$ cat config.mk
export PLATFORM = sky130hd
export DESIGN_NAME = frame_sequencer
export DESIGN_NICKNAME = d
export VERILOG_FILES = /design/src/rtl/frame_sequencer.sv
export SDC_FILE = /design/constraint.sdc
export NUM_CORES = 1
export LEC_CHECK = 0
export CAP_MARGIN = 25
export CELL_PAD_IN_SITES_DETAIL_PLACEMENT = 1
export CELL_PAD_IN_SITES_GLOBAL_PLACEMENT = 2
export CORE_ASPECT_RATIO = 1.2
export CORE_UTILIZATION = 31
export CTS_CLUSTER_DIAMETER = 120
export CTS_CLUSTER_SIZE = 40
export DETAILED_ROUTE_END_ITERATION = 16
export GPL_ROUTABILITY_DRIVEN = 1
export PLACE_DENSITY = 0.9
export SLEW_MARGIN = 25
export SYNTH_ARGS = -nofsm -noshare
export SYNTH_HDL_FRONTEND = slang
export SYNTH_SLANG_ARGS = --single-unit
$ cat constraint.sdc
create_clock -name clk -period 6.2 [get_ports clk]
set_clock_uncertainty 0.2 [all_clocks]
set_input_delay 1.24 -clock clk [delete_from_list [all_inputs] [get_ports clk]]
set_output_delay 1.24 -clock clk [all_outputs]
set_load 0.02 [all_outputs]
$ cat src/rtl/frame_sequencer.sv
// rtl/frame_sequencer.sv - per-frame clear/draw/swap scheduler for the double-buffered display
//
// Each frame the back buffer (~front_sel) is cleared to CLEAR_COLOR. The write
// port is then handed to the raster engine until draw_done. The buffers swap
// on the first VSync rising edge after that. A VSync edge that arrives while
// clearing or drawing is counted as a missed frame and does not cause a swap.
//
// Ports:
//   clk, reset              system clock, synchronous active-high reset
//   VSync                   vertical sync level; rising edge = frame boundary
//   draw_start              one-cycle pulse on the first DRAW cycle
//   draw_done               raster engine finished (honoured only in DRAW)
//   draw_we/addr/data       raster write request, forwarded only in DRAW
//   fb_we/addr/data         registered back-buffer write port
//   front_sel               buffer being scanned out
//   busy                    high while clearing or drawing
//   frame_count             completed swaps, wrapping
//   missed_count            late VSync edges, saturating

module frame_sequencer #(
  parameter int WIDTH  = 800,
  parameter int HEIGHT = 480,
  parameter int ADDR_W = 19,
  parameter int PIX_W  = 9,
  parameter logic [PIX_W-1:0] CLEAR_COLOR = '0
) (
  input  logic              clk,
  input  logic              reset,
  input  logic              VSync,
  output logic              draw_start,
  input  logic              draw_done,
  input  logic              draw_we,
  input  logic [ADDR_W-1:0] draw_addr,
  input  logic [PIX_W-1:0]  draw_data,
  output logic              fb_we,
  output logic [ADDR_W-1:0] fb_addr,
  output logic [PIX_W-1:0]  fb_data,
  output logic              front_sel,
  output logic              busy,
  output logic [15:0]       frame_count,
  output logic [15:0]       missed_count
);

  localparam int N = WIDTH * HEIGHT;
  localparam logic [ADDR_W-1:0] LAST_PIX = ADDR_W'(N - 1);

  typedef enum logic [1:0] {
    S_IDLE  = 2'd0,
    S_CLEAR = 2'd1,
    S_DRAW  = 2'd2,
    S_WAIT  = 2'd3
  } state_t;

  state_t            state;
  state_t            state_nxt;
  logic              vsync_q;
  logic              vsync_rise;
  logic [ADDR_W-1:0] clr_cnt;
  logic [ADDR_W-1:0] clr_cnt_nxt;
  logic              fb_we_nxt;
  logic [ADDR_W-1:0] fb_addr_nxt;
  logic [PIX_W-1:0]  fb_data_nxt;
  logic              draw_start_nxt;
  logic              front_sel_nxt;
  logic              busy_nxt;
  logic [15:0]       frame_count_nxt;
  logic [15:0]       missed_count_nxt;

  assign vsync_rise = VSync & ~vsync_q;

  // State and every registered output. All registers load their next value
  // every cycle so that holding is expressed only in the combinational logic.
  always_ff @(posedge clk) begin
    if (reset) begin
      state        <= S_IDLE;
      vsync_q      <= 1'b0;
      clr_cnt      <= '0;
      fb_we        <= 1'b0;
      fb_addr      <= '0;
      fb_data      <= '0;
      draw_start   <= 1'b0;
      front_sel    <= 1'b0;
      busy         <= 1'b0;
      frame_count  <= '0;
      missed_count <= '0;
    end else begin
      state        <= state_nxt;
      vsync_q      <= VSync;
      clr_cnt      <= clr_cnt_nxt;
      fb_we        <= fb_we_nxt;
      fb_addr      <= fb_addr_nxt;
      fb_data      <= fb_data_nxt;
      draw_start   <= draw_start_nxt;
      front_sel    <= front_sel_nxt;
      busy         <= busy_nxt;
      frame_count  <= frame_count_nxt;
      missed_count <= missed_count_nxt;
    end
  end

  // Next-state logic.
  always_comb begin
    state_nxt = state;
    case (state)
      S_IDLE:  state_nxt = S_CLEAR;
      S_CLEAR: if (clr_cnt == LAST_PIX) state_nxt = S_DRAW;
      S_DRAW:  if (draw_done) state_nxt = S_WAIT;
      S_WAIT:  if (vsync_rise) state_nxt = S_CLEAR;
      default: state_nxt = S_IDLE;
    endcase
  end

  // Output logic: next values for the registered outputs.
  always_comb begin
    clr_cnt_nxt      = clr_cnt;
    fb_we_nxt        = 1'b0;
    fb_addr_nxt      = fb_addr;
    fb_data_nxt      = fb_data;
    draw_start_nxt   = 1'b0;
    front_sel_nxt    = front_sel;
    frame_count_nxt  = frame_count;
    missed_count_nxt = missed_count;
    busy_nxt         = (state_nxt == S_CLEAR) || (state_nxt == S_DRAW);

    case (state)
      S_IDLE: begin
        clr_cnt_nxt = '0;
      end
      S_CLEAR: begin
        fb_we_nxt   = 1'b1;
        fb_addr_nxt = clr_cnt;
        fb_data_nxt = CLEAR_COLOR;
        clr_cnt_nxt = clr_cnt + 1'b1;
        // The pulse lands on the same cycle the last clear write is visible.
        draw_start_nxt = (clr_cnt == LAST_PIX);
      end
      S_DRAW: begin
        if (draw_we) begin
          fb_we_nxt   = 1'b1;
          fb_addr_nxt = draw_addr;
          fb_data_nxt = draw_data;
        end
      end
      S_WAIT: begin
        if (vsync_rise) begin
          front_sel_nxt   = ~front_sel;
          frame_count_nxt = frame_count + 16'd1;
          clr_cnt_nxt     = '0;
        end
      end
      default: begin
        clr_cnt_nxt = '0;
      end
    endcase

    // A frame boundary while still clearing or drawing is a missed frame.
    if (vsync_rise && ((state == S_CLEAR) || (state == S_DRAW)) &&
        (missed_count != 16'hFFFF)) begin
      missed_count_nxt = missed_count + 16'd1;
    end
  end

endmodule

# Yosys cells after proc, flatten, opt, wreduce, memory -nomap -nowiden

Cells that the tools add are included.

Reductions and logical operators: 11
Add/subtract/negate cells: 3
Bitwise operators: 4
Equality and inequality tests: 9
Muxes and demuxes: 12

Operator list:

| operator                | number |
|---|---|
| $pmux W19 S3            | 1 |
| $mux W19                | 2 |
| $pmux W19 S2            | 1 |
| $add A16 B1 Y16 const B | 2 |
| $add A19 B1 Y19 const B | 1 |
| $eq A19 B19 Y1 const B  | 1 |
| $pmux W9 S2             | 1 |
| $ne A16 B16 Y1 const B  | 1 |
| $mux W9                 | 1 |
| $pmux W2 S4             | 1 |
| $eq A2 B2 Y1 const B    | 3 |
| $mux W2                 | 3 |
| $reduce_and A2 Y1       | 3 |
| $eq A2 B1 Y1 const B    | 2 |
| $ne A2 B2 Y1 const B    | 2 |
| $not A1 Y1              | 3 |
| $reduce_bool A3 Y1      | 1 |
| $logic_and A1 B1 Y1     | 2 |
| $logic_not A2 Y1        | 1 |
| $logic_or A1 B1 Y1      | 2 |
| $pmux W1 S2             | 1 |
| $reduce_bool A2 Y1      | 1 |
| $reduce_or A2 Y1        | 1 |
| $and A1 B1 Y1           | 1 |
| $mux W1                 | 1 |

Output and inout bits: 64
Word-level logic and storage cells: 50
Input port bits: 33
Register bits: 86

# Depth between registers and ports, before layout

Word-level depth: 6
Mapped depth: 9
Gate-level depth less buffers: 7

# Worst setup path before layout

Ideal clock, no wire load.

Kind: input to register
Start: in VSync
End: reg frame_count[11]
Arrival: 2.303 ns
Stages: 5
Setup slack: 3.627 ns
Path buffers: 1
Library setup time: 0.070 ns
Required time: 5.930 ns
Cell sequence: nand2b_1 > or3_1 > clkbuf_2 > or3_1 > a21oi_1

Longest elaborated chain between the ends: 2

Ends and longest elaborated chain:

| item                               | line | source |
|---|---|---|
| from (decl)                        | 29   | `input logic VSync,` |
| $and A1 B1 Y1                      | 69   | `assign vsync_rise = VSync & ~vsync_q;` |
| $reduce_and A2 Y1 (no source line) | n/a  |  |
| to (signal assigned)               | 96   | `frame_count <= frame_count_nxt;` |
| to (decl)                          | 40   | `output logic [15:0] frame_count,` |

Every way passes these cells.
A chain may end at the register's enable or synchronous reset.

# Worst setup path in the final report

Start: in VSync
End: reg clr_cnt[16]

Longest elaborated chain between the ends: 3

Ends and longest elaborated chain:

| item                               | line | source |
|---|---|---|
| $and A1 B1 Y1                      | 69   |  |
| $ne A2 B2 Y1 (no source line)      | n/a  |  |
| $reduce_and A2 Y1 (no source line) | n/a  |  |
| to (signal assigned)               | 89   | `clr_cnt <= clr_cnt_nxt;` |
| to (decl)                          | 58   | `logic [ADDR_W-1:0] clr_cnt;` |

Every way passes these cells.

==> impl_metrics.env <==
export IMPL_start_util_pct=31.8
export IMPL_wl_per_cell_um=15.0
export IMPL_cts_resized=0
export IMPL_slowest_stage="a211oi_2"
export IMPL_cts_tree="yes"
export IMPL_rsz0062_at_grt="false"
export IMPL_synth_warnings=0
export IMPL_final_area_mm2=0.00520
export IMPL_synth_edf_count=0
export IMPL_grtUsageTotal_pct=16.5
export IMPL_worstMarginPinSlew_ns=0.675
export IMPL_tns_ns=0
export IMPL_cp_max_fo=8
export IMPL_synthTopCellsByArea="dfxtp_1 45%, nor2_1 8.1%, mux2i_1 5.5%, xnor2_1 5.2%, xor2_1 4.8%"
export IMPL_syn_nets=472
export IMPL_die_x_um=104
export IMPL_synth_cell_types=44
export IMPL_path_clk_slew_ns=0.06
export IMPL_path_cells="clkdlybuf4s50_1 -> nand2b_1 -> a211oi_2 -> nand4_1 -> xor2_1 -> nor2_1"
export IMPL_ys_top_cells_by_count="86 x dfxtp_1, 83 x nor2_1, 23 x xnor2_1"
export IMPL_critPathCaptureType="flop"
export IMPL_netlist_area_mm2=0.00385
export IMPL_hpwl_um=7560
export IMPL_insertion_delay_ns=0.33
export IMPL_yosysMostFrequentCell="dfxtp_1"
export IMPL_finalCriticalPeriod_ns=3.00
export IMPL_dp_slack_ns=2.54
export IMPL_synth_cells=430
export IMPL_cp_arrival_ns=3.02
export IMPL_status="complete, no violations"
export IMPL_period_share_pct=48.4
export IMPL_seqCellArea_mm2=0.00172
export IMPL_routed_wl_um=10200
export IMPL_final_nets=559
export IMPL_post_drt_via_cell_ratio=4.94
export IMPL_hold_class="reg2reg"
export IMPL_async_flop_share_pct=0
export IMPL_place_area_mm2=0.00494
export IMPL_vias=3356
export IMPL_ant_nets=0
export IMPL_grt_first_pass_wirelength_um=17000
export IMPL_clockRootBuffer="clkbuf_16"
export IMPL_nFillCells=1425
export IMPL_max_slew_margin_pct=55.0
export IMPL_finalHoldViolCount=0
export IMPL_cpPeakStageDelay_ns=0.62
export IMPL_whs_ns=0.301
export IMPL_htreeDepth=3
export IMPL_dr_pass1_iters=4
export IMPL_critPathBufInv=1
export IMPL_setup_viol=0
export IMPL_overflow=0
export IMPL_num_rows=44
export IMPL_antenna_cells=0
export IMPL_setup_ws_ns=3.20
export IMPL_yosysSeqAreaShare_pct=44.7
export IMPL_cts_buffers=9
export IMPL_grt_max_degree=48
export IMPL_synth_top_area_cell="dfxtp_1"
export IMPL_cap_viol_max_count=0
export IMPL_cp_data_required_time_ns=6.22
export IMPL_synthFlopType="dfxtp_1"
export IMPL_postSynthAreaPerCell_um2=8.96
export IMPL_drive_above_1_share_pct=4.24
export IMPL_clockBufferDepth=2
export IMPL_startpoint_type="input port"
export IMPL_yosys_area_top_type_share_pct=44.7
export IMPL_cts_setup_buffers=0
export IMPL_routabilityCongestion=0.716
export IMPL_die_h_um=124
export IMPL_crit_family="compound AO/OA/AOI/OAI gates"
export IMPL_ios=97
export IMPL_cts_sinks=86
export IMPL_drv_slew=0
export IMPL_antenna_found_initial=0
export IMPL_die_area_mm2=0.0129
export IMPL_p_per_area_mw_per_mm2=223
export IMPL_drt_first_iter_violations=96
export IMPL_core_mm2=0.0121
export IMPL_p_leak_nw=1.74
export IMPL_peakVddDrop_v=0.0000954
export IMPL_criticalPathCategory="in2reg"
export IMPL_route_detailed_drc=0
export IMPL_fmax_mhz=333
export IMPL_io_buffer_count=96
export IMPL_area_growth_syn_to_layout_pct=35.0
export IMPL_first_global_vias=3551
export IMPL_ys_seq_elements=86
export IMPL_multi_input_comb_area_mm2=0.00202
export IMPL_hold_buffers=0
==> final timing paths <==
| path | from | to | slack (ns) | cells past startpoint |
|---|---|---|---|---|
| max | VSync | clr_cnt[16] | 3.20 | 6 |
| min reg2reg | fb_data[6] | fb_data[6] | 0.30 | 2 |
| max reg2reg | state[0] | fb_addr[9] | 3.49 | 7 |
| min | fb_data[6] | fb_data[6] | 0.30 | 2 |
==> power by group <==
part           switching (mW)  internal, mW
logic                  0.0520        0.0501
registers             0.00791         0.565
clock network           0.202         0.285
==> per-stage QoR <==
stage	instances	util, %	power (mW)
floorplan	430	-	0.635
global placement	667	40.8	0.685
detailed placement	667	40.8	0.689
CTS	680	42.9	1.18
global route	680	43.0	1.22
finish	680	43.0	1.16
==> layout by cell type (no fill, tap or decap), types with 3 or more instances in the layout <==
| cell | instances |
|---|---|
| or3_1 | 5 |
| and2_1 | 8 |
| xor2_1 | 21 |
| ha_1 | 9 |
| dfxtp_1 | 86 |
| mux2i_1 | 21 |
| inv_1 | 6 |
| nand3_1 | 16 |
| clkdlybuf4s50_1 | 95 |
| nor2_1 | 83 |
| buf_4 | 3 |
| xnor2_1 | 23 |
| and3_1 | 8 |
| a211oi_1 | 19 |
| nand2_1 | 19 |
| clkbuf_16 | 9 |
| o21ai_0 | 3 |
| nand4_1 | 16 |
| and4_1 | 4 |
| a21oi_1 | 15 |
| a22oi_1 | 9 |
| nor3_1 | 9 |
==> worst min-delay path, stage by stage (launching register included) <==
cell     delay, ns
dfxtp_1       0.32
a22oi_1       0.07
nor2_1        0.08
==> cell families after synthesis <==
family,share of synthesized area (%)
flip-flops,44.7
buffers and inverters,3.05
AND/OR/NAND/NOR,23.3
AO/OA/AOI/OAI,10.6
adder cells (fa/ha/maj),2.92
multiplexers,5.45
XOR/XNOR,10.0
==> registers in the layout (all words and copies together), names as in the netlist <==
signal	flops
draw_start	1
clr_cnt	19
fb_addr	19
front_sel	1
vsync_q	1
fb_data	9
busy	1
missed_count	16
state	2
frame_count	16
fb_we	1
==> area by class of cell <==
class	count	area share (%)
multi-input cells	315	38.7
flip-flops and latches	86	33.1
repair buffers	99	18.8
clock buffers	11	4.86
well taps	161	3.87
inverters	6	0.433
clock inverters	2	0.192
==> metal layers <==
layer,track usage [%],share of wire (%)
met2,32.3,54
met4,5.89,1.4
met5,0,0
met1,17.8,42
met3,3.14,2.8
Note: power is estimated with default switching activity, not from simulation.
